[src/rtl/um6845r_crtc_if.sv]
// CPU register bus of the UM6845R CRTC.
// Master side is the CPU, slave side is the CRTC.
interface um6845r_crtc_if;
    logic       ENABLE;
    logic       nCS;
    logic       R_nW;
    logic       RS;
    logic [7:0] DI;
    logic [7:0] DO;

    modport master (
        output ENABLE, nCS, R_nW, RS, DI,
        input  DO
    );

    modport slave (
        input  ENABLE, nCS, R_nW, RS, DI,
        output DO
    );
endinterface

[src/rtl/um6845r_crtc.sv]
// 6845-family CRT controller, HD6845 (type 0) / UM6845R (type 1).
// Optional interlace support is built when CRTC_INTERLACE_EN is defined.
module um6845r_crtc (
    input  logic          CLOCK,
    input  logic          RESET,
    input  logic          CLKEN,
    input  logic          TYPE,
    um6845r_crtc_if.slave bus,
    output logic          VSYNC,
    output logic          HSYNC,
    output logic          DE,
    output logic          FIELD,
    output logic          CURSOR,
    output logic [13:0]   MA,
    output logic [4:0]    RA
);
    typedef enum logic {V_ROW, V_ADJ} vstate_t;

    logic [4:0]  addr;
    logic [7:0]  r0, r1, r2, r3, r13, r15;
    logic [6:0]  r4, r6, r7, r10;
    logic [4:0]  r5, r9, r11;
    logic [5:0]  r12, r14;

    logic [7:0]  hc;
    logic [6:0]  vc;
    logic [4:0]  ra;
    logic [4:0]  adj;
    logic [13:0] row_base;
    logic [5:0]  blink;
    logic [3:0]  hs_cnt;
    logic [3:0]  vs_cnt;
    vstate_t     vstate, vstate_nxt;

    logic        wr_en;
    logic        line_end;
    logic        row_last;
    logic        frame_end;
    logic        in_vdisp;
    logic        hdisp;
    logic        vs_trig;
    logic        vs_edge;
    logic        blink_on;
    logic [7:0]  vs_hc;
    logic [13:0] ma_cur;
    logic [3:0]  vs_width;

`ifdef CRTC_INTERLACE_EN
    logic        r8_ilace;
    logic        field;
    assign vs_hc = (field && r8_ilace) ? {1'b0, r0[7:1]} : 8'd0;
    assign FIELD = field;
`else
    assign vs_hc = 8'd0;
    assign FIELD = 1'b0;
`endif

    assign wr_en     = bus.ENABLE && !bus.nCS && !bus.R_nW;
    assign line_end  = (hc == r0);
    assign row_last  = (ra == r9);
    assign in_vdisp  = (vc < r6);
    assign hdisp     = (hc < r1);
    assign frame_end = (vstate == V_ROW)
                     ? (row_last && vc == r4 && r5 == 5'd0)
                     : (adj + 5'd1 == r5);
    assign ma_cur    = row_base + {6'd0, hc};
    assign vs_edge   = (hc == vs_hc);
    assign vs_trig   = (vstate == V_ROW) && vc == r7 && ra == 5'd0 && vs_edge;
    assign vs_width  = TYPE ? r3[7:4] - 4'd1 : 4'd15;

    // Register file writes; bus access ignores the character clock
    always_ff @(posedge CLOCK) begin
        if (RESET) begin
            addr <= '0;
            r0   <= '0; r1  <= '0; r2  <= '0; r3  <= '0;
            r4   <= '0; r5  <= '0; r6  <= '0; r7  <= '0;
            r9   <= '0; r10 <= '0; r11 <= '0; r12 <= '0;
            r13  <= '0; r14 <= '0; r15 <= '0;
`ifdef CRTC_INTERLACE_EN
            r8_ilace <= 1'b0;
`endif
        end else if (wr_en) begin
            if (!bus.RS) begin
                addr <= bus.DI[4:0];
            end else begin
                case (addr)
                    5'd0:  r0  <= bus.DI;
                    5'd1:  r1  <= bus.DI;
                    5'd2:  r2  <= bus.DI;
                    5'd3:  r3  <= bus.DI;
                    5'd4:  r4  <= bus.DI[6:0];
                    5'd5:  r5  <= bus.DI[4:0];
                    5'd6:  r6  <= bus.DI[6:0];
                    5'd7:  r7  <= bus.DI[6:0];
`ifdef CRTC_INTERLACE_EN
                    5'd8:  r8_ilace <= bus.DI[0];
`endif
                    5'd9:  r9  <= bus.DI[4:0];
                    5'd10: r10 <= bus.DI[6:0];
                    5'd11: r11 <= bus.DI[4:0];
                    5'd12: r12 <= bus.DI[5:0];
                    5'd13: r13 <= bus.DI;
                    5'd14: r14 <= bus.DI[5:0];
                    5'd15: r15 <= bus.DI;
                    default: ;
                endcase
            end
        end
    end

    // Read mux: status on RS=0, start/cursor address on RS=1
    always_comb begin
        bus.DO = 8'h00;
        if (bus.ENABLE && !bus.nCS && bus.R_nW) begin
            if (!bus.RS) begin
                bus.DO = TYPE ? {2'b00, !in_vdisp, 5'b00000} : 8'h00;
            end else begin
                case (addr)
                    5'd12:   bus.DO = TYPE ? {2'b00, r12} : 8'h00;
                    5'd13:   bus.DO = TYPE ? r13 : 8'h00;
                    5'd14:   bus.DO = {2'b00, r14};
                    5'd15:   bus.DO = r15;
                    default: bus.DO = 8'h00;
                endcase
            end
        end
    end

    // Vertical phase register
    always_ff @(posedge CLOCK) begin
        if (RESET) vstate <= V_ROW;
        else       vstate <= vstate_nxt;
    end

    // Vertical phase: character rows, then the adjust lines
    always_comb begin
        vstate_nxt = vstate;
        if (CLKEN && line_end) begin
            if (frame_end)
                vstate_nxt = V_ROW;
            else if (vstate == V_ROW && row_last && vc == r4)
                vstate_nxt = V_ADJ;
        end
    end

    // Character, raster, row and adjust-line counters
    always_ff @(posedge CLOCK) begin
        if (RESET) begin
            hc  <= '0;
            ra  <= '0;
            vc  <= '0;
            adj <= '0;
        end else if (CLKEN) begin
            hc <= line_end ? 8'd0 : hc + 8'd1;
            if (line_end) begin
                if (frame_end) begin
                    ra  <= '0;
                    vc  <= '0;
                    adj <= '0;
                end else if (vstate == V_ADJ) begin
                    ra  <= ra + 5'd1;
                    adj <= adj + 5'd1;
                end else if (row_last) begin
                    vc <= vc + 7'd1;
                    ra <= (vc == r4) ? ra + 5'd1 : 5'd0;
                end else begin
                    ra <= ra + 5'd1;
                end
            end
        end
    end

    // Row start address and per-frame blink counter
    always_ff @(posedge CLOCK) begin
        if (RESET) begin
            row_base <= '0;
            blink    <= '0;
        end else if (CLKEN) begin
            if (line_end && frame_end) begin
                row_base <= {r12, r13};
                blink    <= blink + 6'd1;
            end else if (vstate == V_ROW && row_last && hc == r1) begin
                row_base <= row_base + {6'd0, r1};
            end
        end
    end

`ifdef CRTC_INTERLACE_EN
    // Field flips at each frame start while interlace is on
    always_ff @(posedge CLOCK) begin
        if (RESET)
            field <= 1'b0;
        else if (CLKEN && line_end && frame_end && r8_ilace)
            field <= !field;
    end
`endif

    // Cursor blink gate from R10[6:5]
    always_comb begin
        blink_on = 1'b0;
        unique case (r10[6:5])
            2'b00: blink_on = 1'b1;
            2'b01: blink_on = 1'b0;
            2'b10: blink_on = !blink[4];
            2'b11: blink_on = !blink[5];
        endcase
    end

    // Video outputs, registered one character behind the counters
    always_ff @(posedge CLOCK) begin
        if (RESET) begin
            DE     <= 1'b0;
            CURSOR <= 1'b0;
            HSYNC  <= 1'b0;
            VSYNC  <= 1'b0;
            MA     <= '0;
            RA     <= '0;
            hs_cnt <= '0;
            vs_cnt <= '0;
        end else if (CLKEN) begin
            DE     <= hdisp && in_vdisp;
            MA     <= ma_cur;
            RA     <= ra;
            CURSOR <= hdisp && in_vdisp && blink_on
                   && ma_cur == {r14, r15}
                   && ra >= r10[4:0] && ra <= r11;
            if (hc == r2) begin
                HSYNC  <= 1'b1;
                hs_cnt <= r3[3:0] - 4'd1;
            end else if (hs_cnt != 4'd0) begin
                hs_cnt <= hs_cnt - 4'd1;
            end else begin
                HSYNC <= 1'b0;
            end
            if (vs_trig) begin
                VSYNC  <= 1'b1;
                vs_cnt <= vs_width;
            end else if (vs_edge && VSYNC) begin
                if (vs_cnt == 4'd0) VSYNC  <= 1'b0;
                else                vs_cnt <= vs_cnt - 4'd1;
            end
        end
    end
endmodule

[src/flat_wrapper.sv]
// flat-port wrapper written by rule: the top's interface ports become plain ports
module um6845r_crtc_flat 
  (CLOCK, RESET, CLKEN, TYPE, VSYNC, HSYNC, DE, FIELD, CURSOR, MA, RA, bus_ENABLE, bus_nCS, bus_R_nW, bus_RS, bus_DI, bus_DO);
  um6845r_crtc_if bus_i ();
  input  logic CLOCK;
  input  logic RESET;
  input  logic CLKEN;
  input  logic TYPE;
  output logic VSYNC;
  output logic HSYNC;
  output logic DE;
  output logic FIELD;
  output logic CURSOR;
  output logic [13:0] MA;
  output logic [4:0] RA;
  input wire logic [$bits(bus_i.ENABLE)-1:0] bus_ENABLE;
  input wire logic [$bits(bus_i.nCS)-1:0] bus_nCS;
  input wire logic [$bits(bus_i.R_nW)-1:0] bus_R_nW;
  input wire logic [$bits(bus_i.RS)-1:0] bus_RS;
  input wire logic [$bits(bus_i.DI)-1:0] bus_DI;
  output wire logic [$bits(bus_i.DO)-1:0] bus_DO;
  assign bus_i.ENABLE = bus_ENABLE;
  assign bus_i.nCS = bus_nCS;
  assign bus_i.R_nW = bus_R_nW;
  assign bus_i.RS = bus_RS;
  assign bus_i.DI = bus_DI;
  assign bus_DO = bus_i.DO;
  um6845r_crtc u_core (.CLOCK(CLOCK), .RESET(RESET), .CLKEN(CLKEN), .TYPE(TYPE), .bus(bus_i), .VSYNC(VSYNC), .HSYNC(HSYNC), .DE(DE), .FIELD(FIELD), .CURSOR(CURSOR), .MA(MA), .RA(RA));
endmodule
[config.mk]
export PLATFORM = sky130hd
export DESIGN_NAME = um6845r_crtc_flat
export DESIGN_NICKNAME = d
export VERILOG_FILES = /design/src/rtl/um6845r_crtc_if.sv /design/src/rtl/um6845r_crtc.sv /design/src/flat_wrapper.sv
export SDC_FILE = /design/constraint.sdc
export NUM_CORES = 1
export LEC_CHECK = 0
export ABC_AREA = 0
export BUFFER_PORTS_ARGS = -buffer_cell sky130_fd_sc_hd__buf_2
export CAP_MARGIN = 20
export CORE_UTILIZATION = 35
export CTS_CLUSTER_SIZE = 12
export DETAILED_ROUTE_END_ITERATION = 8
export HOLD_SLACK_MARGIN = 0.05
export PLACE_DENSITY = 0.61
export SYNTH_ARGS = -nofsm -noshare
export SYNTH_HDL_FRONTEND = slang
export SYNTH_SLANG_ARGS = --single-unit
[constraint.sdc]
create_clock -name CLOCK -period 3.4 [get_ports CLOCK]
set_input_delay 0.34 -clock CLOCK [delete_from_list [all_inputs] [get_ports CLOCK]]
set_output_delay 0.34 -clock CLOCK [all_outputs]
set_load 0.005 [all_outputs]
==> results of run 1 <==
-- power by group through the flow --
stage	logic [mW]	registers (mW)	clock network, mW
2_1_floorplan	0.719	2.35	0
3_3_place_gp	0.927	2.39	0
3_5_place_dp	0.942	2.39	0
4_1_cts	0.948	2.34	2.15
5_1_grt	1.04	2.36	2.24
6_report	0.947	2.34	2.11
-- worst paths after layout --
check / to / slack, ns / depth (start not counted)
setup / recovery: bus_DO[4] / 0.31 / 7
hold / removal: u_core.hs_cnt[0]$_SDFFE_PP0P_ / 0.27 / 2
setup reg to reg: u_core.CURSOR$_SDFFE_PP0P_ / 0.58 / 10
hold reg to reg: u_core.r7[2]$_SDFFE_PP0P_ / 0.47 / 2
-- logic make-up after synthesis --
group	Yosys count	synth area share (%)
flops	185	36.5
other cells	1	0.0369
buf+inv	117	4.72
xor+xnor	90	7.76
compound gates	217	13.7
mux	89	8.79
simple gates	467	22.0
fa+ha+maj	52	6.55
-- metal layers --
layer,share of wire [%],wire (microns),track usage (%)
met1,48,13500,26.9
met2,45,12500,30.4
met3,5.2,1440,3.73
met4,1.6,440,5.93
met5,0.040,11,0
-- area by class of cell --
type                    count  area, sq um  area share [%]
flip-flops and latches    185         3700            32.9
well taps                 378          473            4.20
inverters                  45          169            1.50
repair buffers             56          320            2.85
multi-input cells         916         5970            53.1
clock inverters            15          190            1.69
clock buffers              17          425            3.78
-- cells in the final DEF (no fill, tap or decap), types with 7 or more instances in the layout --
master,n
sky130_fd_sc_hd__o21ai_0,32
sky130_fd_sc_hd__a211oi_1,24
sky130_fd_sc_hd__xnor2_1,56
sky130_fd_sc_hd__nand3_1,31
sky130_fd_sc_hd__nand4_1,20
sky130_fd_sc_hd__mux2i_1,88
sky130_fd_sc_hd__buf_2,45
sky130_fd_sc_hd__xor2_1,34
sky130_fd_sc_hd__buf_4,10
sky130_fd_sc_hd__dfxtp_1,185
sky130_fd_sc_hd__ha_1,50
sky130_fd_sc_hd__o21a_1,10
sky130_fd_sc_hd__nor2_1,170
sky130_fd_sc_hd__o21ai_1,10
sky130_fd_sc_hd__nand2_1,128
sky130_fd_sc_hd__nor2b_1,8
sky130_fd_sc_hd__a22oi_1,7
sky130_fd_sc_hd__nand2b_1,14
sky130_fd_sc_hd__and3_1,12
sky130_fd_sc_hd__nor3_1,22
sky130_fd_sc_hd__or3_1,12
sky130_fd_sc_hd__a21oi_1,82
sky130_fd_sc_hd__clkbuf_16,17
sky130_fd_sc_hd__inv_1,45
-- sequential cells by signal (all words and copies together) (netlist names), 6 cells and up --
register / count
u_core.blink: 6
u_core.r10: 7
u_core.vc: 7
u_core.r0: 8
u_core.r12: 6
u_core.r2: 8
u_core.MA: 14
u_core.r6: 7
u_core.r1: 8
u_core.r15: 8
u_core.hc: 8
u_core.r3: 8
u_core.r4: 7
u_core.r7: 7
u_core.row_base: 14
u_core.r13: 8
u_core.r14: 6
-- per-stage QoR --
stage          worst slack [ns]  area [sq um]
6_report                  0.310         11300
5_1_grt                   0.163         11300
4_1_cts                   0.405         11300
3_5_place_dp              0.563         10600
3_3_place_gp              0.637         10600
2_1_floorplan              1.08         10200
==> impl_table.tex, run 1 <==
\begin{tabular}{lr}
\hline
Metric & Value \\
\hline
\multicolumn{2}{l}{\textbf{Flow run}} \\
\quad Count of maximum capacitance violations & 0 \\
\multicolumn{2}{l}{\textbf{Floorplan}} \\
\quad Top-level port count & 48 \\
\quad Die Width & 172 microns \\
\quad Die footprint & 0.0297 sq mm \\
\quad Placeable Area & 0.0282 sq mm \\
\quad Die Span Y & 172 microns \\
\quad Std cell rows & 61 \\
\quad Effective utilization at floorplan & 36.1\% \\
\multicolumn{2}{l}{\textbf{Critical path}} \\
\quad CP Launch Type & flop \\
\quad Cell with the largest stage delay on the worst path & sky130\_fd\_sc\_hd\_\_dfxtp\_1 \\
\quad Launching element of the worst setup path & u\_core.addr[3]\$\_SDFFE\_PP0P\_ \\
\quad Worst Path Required & 3.06 ns \\
\quad Cell breakdown of the critical path & nand2\_1 > nor2\_1 > nand2\_1 > nor2\_1 > a222oi\_1 > a21oi\_1 > buf\_2 \\
\quad Highest fanout seen on the critical path & 11 \\
\quad Capturing element type of the critical path & output port \\
\quad Reg-to-reg critical path startpoint & u\_core.hc[0]\$\_SDFFE\_PP0P\_ \\
\quad CP Class & flop to output port \\
\quad Number of buffer and inverter stages on the critical path & 1 \\
\quad Cell type group with the largest total delay on the critical path & simple AND/OR/NAND/NOR gates \\
\quad Worst Path Arrival & 2.75 ns \\
\quad Maximum cell stage delay along the critical path & 0.59 ns \\
\multicolumn{2}{l}{\textbf{Synth}} \\
\quad Post-Syn Nets & 1,286 \\
\quad Main area contributors after synthesis & sky130\_fd\_sc\_hd\_\_dfxtp\_1 (36\%), sky130\_fd\_sc\_hd\_\_mux2i\_1 (8.7\%), sky130\_fd\_sc\_hd\_\_nor2\_1 (6.3\%), sky130\_fd\_sc\_hd\_\_ha\_1 (6.2\%), sky130\_fd\_sc\_hd\_\_xnor2\_1 (4.8\%) \\
\quad Most used standard cells in the synthesized netlist & sky130\_fd\_sc\_hd\_\_dfxtp\_1 (185), sky130\_fd\_sc\_hd\_\_nor2\_1 (170), sky130\_fd\_sc\_hd\_\_nand2\_1 (128) \\
\quad Post-synth EDFFs & 0 \\
\quad Mean Syn Cell Area & 8.34 sq um \\
\quad Ys Warns & 0 \\
\quad Count of cell types in the netlist & 70 \\
\quad Post-synthesis sequential element count & 185 \\
\quad Async set-reset flop share out of synthesis & 0\% \\
\quad Sequential element share of the synthesized area & 36.5\% \\
\quad Post-Synthesis Cells & 1,218 \\
\quad Synthesized cell area & 0.0102 sq mm \\
\quad Most frequent cell after synthesis & sky130\_fd\_sc\_hd\_\_dfxtp\_1 \\
\quad Library cell occupying the most area in the post-synthesis netlist & sky130\_fd\_sc\_hd\_\_dfxtp\_1 \\
\quad Prevailing post-synth register cell & sky130\_fd\_sc\_hd\_\_dfxtp\_1 \\
\quad Area share of the largest cell type after synthesis & 36.5\% \\
\multicolumn{2}{l}{\textbf{Clocking}} \\
\quad Clk Latency, worst-skew pair & 0.44 ns \\
\quad H-tree levels & 4 \\
\quad Root buffer selected by CTS & sky130\_fd\_sc\_hd\_\_clkbuf\_16 \\
\quad Setup repair bufs after CTS & 0 \\
\quad Post-CTS Hold Buffers & 0 \\
\quad Clock tree from TritonCTS & done \\
\quad Post-cts resize count & 0 \\
\quad Clock Pin Slew Worst Setup and Hold Paths & 0.07 ns \\
\quad Sink Count & 185 \\
\quad Total CTS buffers & 17 \\
\quad Number of buffers on the longest clock path & 2 \\
\multicolumn{2}{l}{\textbf{Route}} \\
\quad Via-per-instance ratio & 5.29 \\
\quad Vias after detailed routing & 8,524 \\
\quad Routed WL & 27.8 mm \\
\quad Mean routed wirelength per cell & 17.3 microns \\
\quad Length of the first detailed-routing pass in iterations & 6 \\
\quad DRC & 0 \\
\quad Number of antenna-violating nets in the routed design & 0 \\
\quad Violation count after the first detailed-routing iteration & 549 \\
\multicolumn{2}{l}{\textbf{Pwr}} \\
\quad Pwr dens & 480 mW/mm\^{}2 \\
\quad Internal power & 3.79 mW \\
\quad Leak Pwr & 4.22 nW \\
\quad Portion of total power attributed to the clock network & 39.1\% \\
\quad Total design power & 5.40 mW \\
\quad Share of total power in sequential cells & 43.3\% \\
\quad Share of total power in combinational logic & 17.5\% \\
\quad Switching power share of the total & 29.8\% \\
\quad Max rail drop VDD & 0.000293 V \\
\quad Net switching power & 1.61 mW \\
\multicolumn{2}{l}{\textbf{Final layout}} \\
\quad Synth-to-layout area growth & 10.8\% \\
\quad Antenna diode count & 0 \\
\quad Fill count & 2,839 \\
\quad Nets@finish & 1,289 \\
\quad Final core utilization & 40.0\% \\
\quad Layout Cells excl Fill & 1,612 \\
\quad Layout cell share with drive strength beyond 1 & 9.40\% \\
\multicolumn{2}{l}{\textbf{GRT}} \\
\quad Sum of overflow across all layers after global routing & 0 \\
\quad GRT Overall Usage & 19.4\% \\
\quad Number of global-route vias before repair & 7,992 \\
\quad Global-route wire length before repair & 44.2 mm \\
\quad Antenna violations before repair & 1 \\
\quad Maximum number of pins on one net before global-route repair & 110 \\
\multicolumn{2}{l}{\textbf{Timing}} \\
\quad Worst rel slew slack & 38.3\% \\
\quad Final clock period utilization by the worst path & 90.9\% \\
\quad Number of pins with negative max-slew slack in the final report & 0 \\
\quad Worst Max-Slew Pin Slew & 0.921 ns \\
\quad Worst clock skew & 0.0120 ns \\
\quad Unrepaired setup endpoints after global routing & no \\
\quad Final number of setup-violating endpoints & 0 \\
\quad Final period demand of the worst path & 3.09 ns \\
\quad Achievable frequency & 324 MHz \\
\quad Worst hold slack across all endpoints & 0.272 ns \\
\quad Number of hold-slack violations in the final timing report & 0 \\
\quad Setup\_tns & 0 ns \\
\multicolumn{2}{l}{\textbf{Place}} \\
\quad HPWL after detailed placement & 19.9 mm \\
\quad Number of instances in the placed design & 1,580 \\
\quad Gp weighted congestion & 0.898 \\
\quad IO Port Bufs & 46 \\
\multicolumn{2}{l}{\textbf{Worst hold path}} \\
\quad Worst min-delay path startpoint & CLKEN \\
\quad Worst Hold Class & input pin to flop \\
\multicolumn{2}{l}{\textbf{Outcome}} \\
\quad Status & finished clean \\
\hline
\end{tabular}
Power figures use the tool's default switching activity.
==> inputs of run 2 (changes only) <==
--- a/config.mk
+++ b/config.mk
@@ -5,7 +5,7 @@
 export SDC_FILE = /design/constraint.sdc
 export NUM_CORES = 1
 export LEC_CHECK = 0
-export ABC_AREA = 0
+export ABC_AREA = 1
 export BUFFER_PORTS_ARGS = -buffer_cell sky130_fd_sc_hd__buf_2
 export CAP_MARGIN = 20
 export CORE_UTILIZATION = 35
==> constraint.sdc (replaced) <==
create_clock -name CLOCK -period 3.9 [get_ports CLOCK]
set_input_delay 0.39 -clock CLOCK [delete_from_list [all_inputs] [get_ports CLOCK]]
set_output_delay 0.39 -clock CLOCK [all_outputs]
set_load 0.005 [all_outputs]
==> run 2 against run 1 <==
Sequential cell count unchanged. Via count increased by 17%. Non-clock buffer count decreased by 5. Sequential power decreased by 8%. Register-to-register slack improved by 0.73 ns. First-iteration DRC count increased by 22%. Setup slack improved by 0.77 ns. Clock skew increased by 0.0059 ns. Critical path type unchanged. Largest cell class unchanged. Largest power group unchanged.
==> impl_table.tex, run 2 <==
\begin{tabular}{lr}
\hline
Metric & Value \\
\hline
\multicolumn{2}{l}{\textbf{Synth}} \\
\quad Ys Warns & 0 \\
\quad Post-Synthesis Cells & 1,514 \\
\quad Most frequent cell after synthesis & sky130\_fd\_sc\_hd\_\_nand2\_1 \\
\quad Prevailing post-synth register cell & sky130\_fd\_sc\_hd\_\_dfxtp\_1 \\
\quad Main area contributors after synthesis & sky130\_fd\_sc\_hd\_\_dfxtp\_1 (36\%), sky130\_fd\_sc\_hd\_\_nand2\_1 (10\%), sky130\_fd\_sc\_hd\_\_inv\_1 (8.2\%), sky130\_fd\_sc\_hd\_\_a21oi\_1 (7.8\%), sky130\_fd\_sc\_hd\_\_o21ai\_0 (6.7\%) \\
\quad Count of cell types in the netlist & 51 \\
\quad Area share of the largest cell type after synthesis & 35.9\% \\
\quad Most used standard cells in the synthesized netlist & sky130\_fd\_sc\_hd\_\_nand2\_1 (284), sky130\_fd\_sc\_hd\_\_inv\_1 (224), sky130\_fd\_sc\_hd\_\_dfxtp\_1 (185) \\
\quad Synthesized cell area & 0.0103 sq mm \\
\quad Library cell occupying the most area in the post-synthesis netlist & sky130\_fd\_sc\_hd\_\_dfxtp\_1 \\
\quad Post-Syn Nets & 1,582 \\
\quad Sequential element share of the synthesized area & 35.9\% \\
\quad Async set-reset flop share out of synthesis & 0\% \\
\quad Mean Syn Cell Area & 6.81 sq um \\
\quad Post-synthesis sequential element count & 185 \\
\quad Post-synth EDFFs & 0 \\
\multicolumn{2}{l}{\textbf{Clocking}} \\
\quad Setup repair bufs after CTS & 0 \\
\quad Post-CTS Hold Buffers & 0 \\
\quad Clock tree from TritonCTS & done \\
\quad Clk Latency, worst-skew pair & 0.45 ns \\
\quad Post-cts resize count & 0 \\
\quad Sink Count & 185 \\
\quad Number of buffers on the longest clock path & 2 \\
\quad Total CTS buffers & 17 \\
\quad H-tree levels & 4 \\
\quad Clock Pin Slew Worst Setup and Hold Paths & 0.07 ns \\
\quad Root buffer selected by CTS & sky130\_fd\_sc\_hd\_\_clkbuf\_16 \\
\multicolumn{2}{l}{\textbf{Floorplan}} \\
\quad Placeable Area & 0.0289 sq mm \\
\quad Die footprint & 0.0301 sq mm \\
\quad Die Span Y & 174 microns \\
\quad Top-level port count & 48 \\
\quad Effective utilization at floorplan & 35.7\% \\
\quad Die Width & 174 microns \\
\quad Std cell rows & 62 \\
\multicolumn{2}{l}{\textbf{GRT}} \\
\quad GRT Overall Usage & 20.5\% \\
\quad Number of global-route vias before repair & 9,202 \\
\quad Global-route wire length before repair & 48.8 mm \\
\quad Sum of overflow across all layers after global routing & 0 \\
\quad Maximum number of pins on one net before global-route repair & 67 \\
\quad Antenna violations before repair & 0 \\
\multicolumn{2}{l}{\textbf{Place}} \\
\quad Worst setup slack after placement & 1.38 ns \\
\quad HPWL after detailed placement & 22.8 mm \\
\quad IO Port Bufs & 46 \\
\quad Number of instances in the placed design & 1,901 \\
\quad Instance area at placement & 0.0109 sq mm \\
\quad Gp weighted congestion & 0.904 \\
\multicolumn{2}{l}{\textbf{Critical path}} \\
\quad Cell type group with the largest total delay on the critical path & simple AND/OR/NAND/NOR gates \\
\quad FF-to-FF path depth & 16 \\
\quad Capture point of the worst reg-to-reg path & u\_core.CURSOR\$\_SDFFE\_PP0P\_ \\
\quad Worst Path Arrival & 2.43 ns \\
\quad Reg2reg setup slack & 1.31 ns \\
\quad CP Launch Type & flop \\
\quad Highest fanout seen on the critical path & 6 \\
\quad Number of buffer and inverter stages on the critical path & 1 \\
\quad Launching element of the worst setup path & u\_core.addr[2]\$\_SDFFE\_PP0P\_ \\
\quad Maximum cell stage delay along the critical path & 0.70 ns \\
\quad Last element of the critical path & bus\_DO[2] \\
\quad Cell breakdown of the critical path & nand3\_1 > nor3\_1 > nand2\_1 > a41oi\_1 > buf\_2 \\
\quad Levels on crit path & 5 \\
\quad Worst Path Required & 3.51 ns \\
\quad Capturing element type of the critical path & output port \\
\quad Cell with the largest stage delay on the worst path & sky130\_fd\_sc\_hd\_\_nor3\_1 \\
\quad CP Class & flop to output port \\
\quad Reg-to-reg critical path startpoint & u\_core.hc[0]\$\_SDFFE\_PP0P\_ \\
\multicolumn{2}{l}{\textbf{Final layout}} \\
\quad Commonest cells after routing, fill and taps aside & sky130\_fd\_sc\_hd\_\_nand2\_1 (284), sky130\_fd\_sc\_hd\_\_inv\_1 (223), sky130\_fd\_sc\_hd\_\_dfxtp\_1 (185) \\
\quad FF/Latch Area & 0.00370 sq mm \\
\quad Final core utilization & 39.6\% \\
\quad Layout cell share with drive strength beyond 1 & 7.11\% \\
\quad Synth-to-layout area growth & 10.9\% \\
\quad Antenna diode count & 0 \\
\quad Leading registers by flop count & u\_core.MA: 14 flops, u\_core.row\_base: 14 flops \\
\quad Final non-filler cell area & 0.0114 sq mm \\
\quad Footprint of the multi-input gates & 0.00553 sq mm \\
\quad Fill count & 3,127 \\
\quad Nets@finish & 1,604 \\
\quad Layout Cells excl Fill & 1,932 \\
\quad Most frequent standard cell in the layout excluding fill and tap cells & sky130\_fd\_sc\_hd\_\_nand2\_1 \\
\multicolumn{2}{l}{\textbf{Route}} \\
\quad Vias after detailed routing & 9,947 \\
\quad Number of antenna-violating nets in the routed design & 0 \\
\quad Length of the first detailed-routing pass in iterations & 5 \\
\quad Routed WL & 30.6 mm \\
\quad Mean routed wirelength per cell & 15.9 microns \\
\quad Via-per-instance ratio & 5.15 \\
\quad DRC & 0 \\
\quad Violation count after the first detailed-routing iteration & 671 \\
\multicolumn{2}{l}{\textbf{Timing}} \\
\quad Worst clock skew & 0.0179 ns \\
\quad Final clock period utilization by the worst path & 72.4\% \\
\quad Worst Max-Slew Pin Slew & 1.04 ns \\
\quad Final worst-path setup slack & 1.08 ns \\
\quad Number of pins with negative max-slew slack in the final report & 0 \\
\quad Achievable frequency & 354 MHz \\
\quad Final number of setup-violating endpoints & 0 \\
\quad Worst hold slack across all endpoints & 0.333 ns \\
\quad Unrepaired setup endpoints after global routing & no \\
\quad Setup\_tns & 0 ns \\
\quad Number of hold-slack violations in the final timing report & 0 \\
\quad Final period demand of the worst path & 2.82 ns \\
\quad Worst rel slew slack & 30.0\% \\
\multicolumn{2}{l}{\textbf{Pwr}} \\
\quad Pwr dens & 465 mW/mm\^{}2 \\
\quad Leak Pwr & 4.89 nW \\
\quad Total design power & 5.32 mW \\
\quad Max rail drop VDD & 0.000256 V \\
\multicolumn{2}{l}{\textbf{Flow run}} \\
\quad Count of maximum capacitance violations & 0 \\
\multicolumn{2}{l}{\textbf{Outcome}} \\
\quad Status & finished clean \\
\multicolumn{2}{l}{\textbf{Worst hold path}} \\
\quad Worst Hold Class & input pin to flop \\
\hline
\end{tabular}
-- run 2: cell count changes after synthesis, sizes merged, moves of 33 or more --
cell   delta
mux2i    -88
nor2     -33
xnor2    -48
a21oi    +80
inv     +186
nand2   +163
o21ai   +106
nand3    +71
-- run 2: final cells by class --
class,count,area share (%)
clock buffers,17,3.72
clock inverters,14,1.24
inverters,232,7.64
multi-input cells,1049,48.3
flip-flops and latches,185,32.4
well taps,384,4.20
repair buffers,51,2.45
-- run 2: worst reg2reg max path, stage by stage, from the launching register on --
cell and delay (ns):
sky130_fd_sc_hd__dfxtp_1 0.46, sky130_fd_sc_hd__ha_1 0.29, sky130_fd_sc_hd__inv_1 0.08, sky130_fd_sc_hd__fa_1 0.41, sky130_fd_sc_hd__inv_1 0.09, sky130_fd_sc_hd__nand3_1 0.10
sky130_fd_sc_hd__nand2_1 0.15, sky130_fd_sc_hd__nand2_1 0.07, sky130_fd_sc_hd__nand2_1 0.19, sky130_fd_sc_hd__nand3_1 0.11, sky130_fd_sc_hd__nand3b_1 0.11, sky130_fd_sc_hd__nand2_1 0.05
sky130_fd_sc_hd__nor2_1 0.12, sky130_fd_sc_hd__nand3_1 0.09, sky130_fd_sc_hd__nor2_1 0.10, sky130_fd_sc_hd__nor2_1 0.04, sky130_fd_sc_hd__nor2_1 0.07
-- run 2: worst min-delay path by stage --
stage / startpoint / end / slack, ns / cells after the start
after global placement: u_core.r3[1]$_SDFFE_PP0P_ / u_core.r3[1]$_SDFFE_PP0P_ / 0.44 / 2
after detailed placement: u_core.r3[2]$_SDFFE_PP0P_ / u_core.r3[2]$_SDFFE_PP0P_ / 0.44 / 2
final: bus_DI[7] / u_core.r15[7]$_SDFFE_PP0P_ / 0.33 / 3
after floorplan: u_core.r3[1]$_SDFFE_PP0P_ / u_core.r3[1]$_SDFFE_PP0P_ / 0.42 / 2
after global routing: bus_DI[7] / u_core.r13[7]$_SDFFE_PP0P_ / 0.34 / 3
after CTS: bus_DI[7] / u_core.r15[7]$_SDFFE_PP0P_ / 0.33 / 3
-- run 2: power breakdown --
group	leakage [nW]	switching [mW]	internal [mW]	total (mW)
Clock	0.270	0.855	0.841	1.70
Sequential	1.50	0.126	2.02	2.15
Combinational	3.12	1.01	0.473	1.48
-- run 2: layer usage --
metal,vias to the layer above,GRT usage [%],wire length [microns]
li1,5014,-,-
met1,4611,27.0,14200
met2,268,34.0,13900
met3,54,2.98,1530
met4,0,7.75,962
met5,-,0,0
-- run 2: cell families (layout without fill, tap and decap cells) --
kind of cell / Yosys count / in the layout / synth area share, %
simple gates: 602 / 602 / 25.4
buf+inv: 280 / 314 / 10.5
xor+xnor: 35 / 35 / 3.11
other cells: 1 / 1 / 0.0364
flops: 185 / 185 / 35.9
compound gates: 359 / 359 / 18.6
fa+ha+maj: 52 / 52 / 6.46
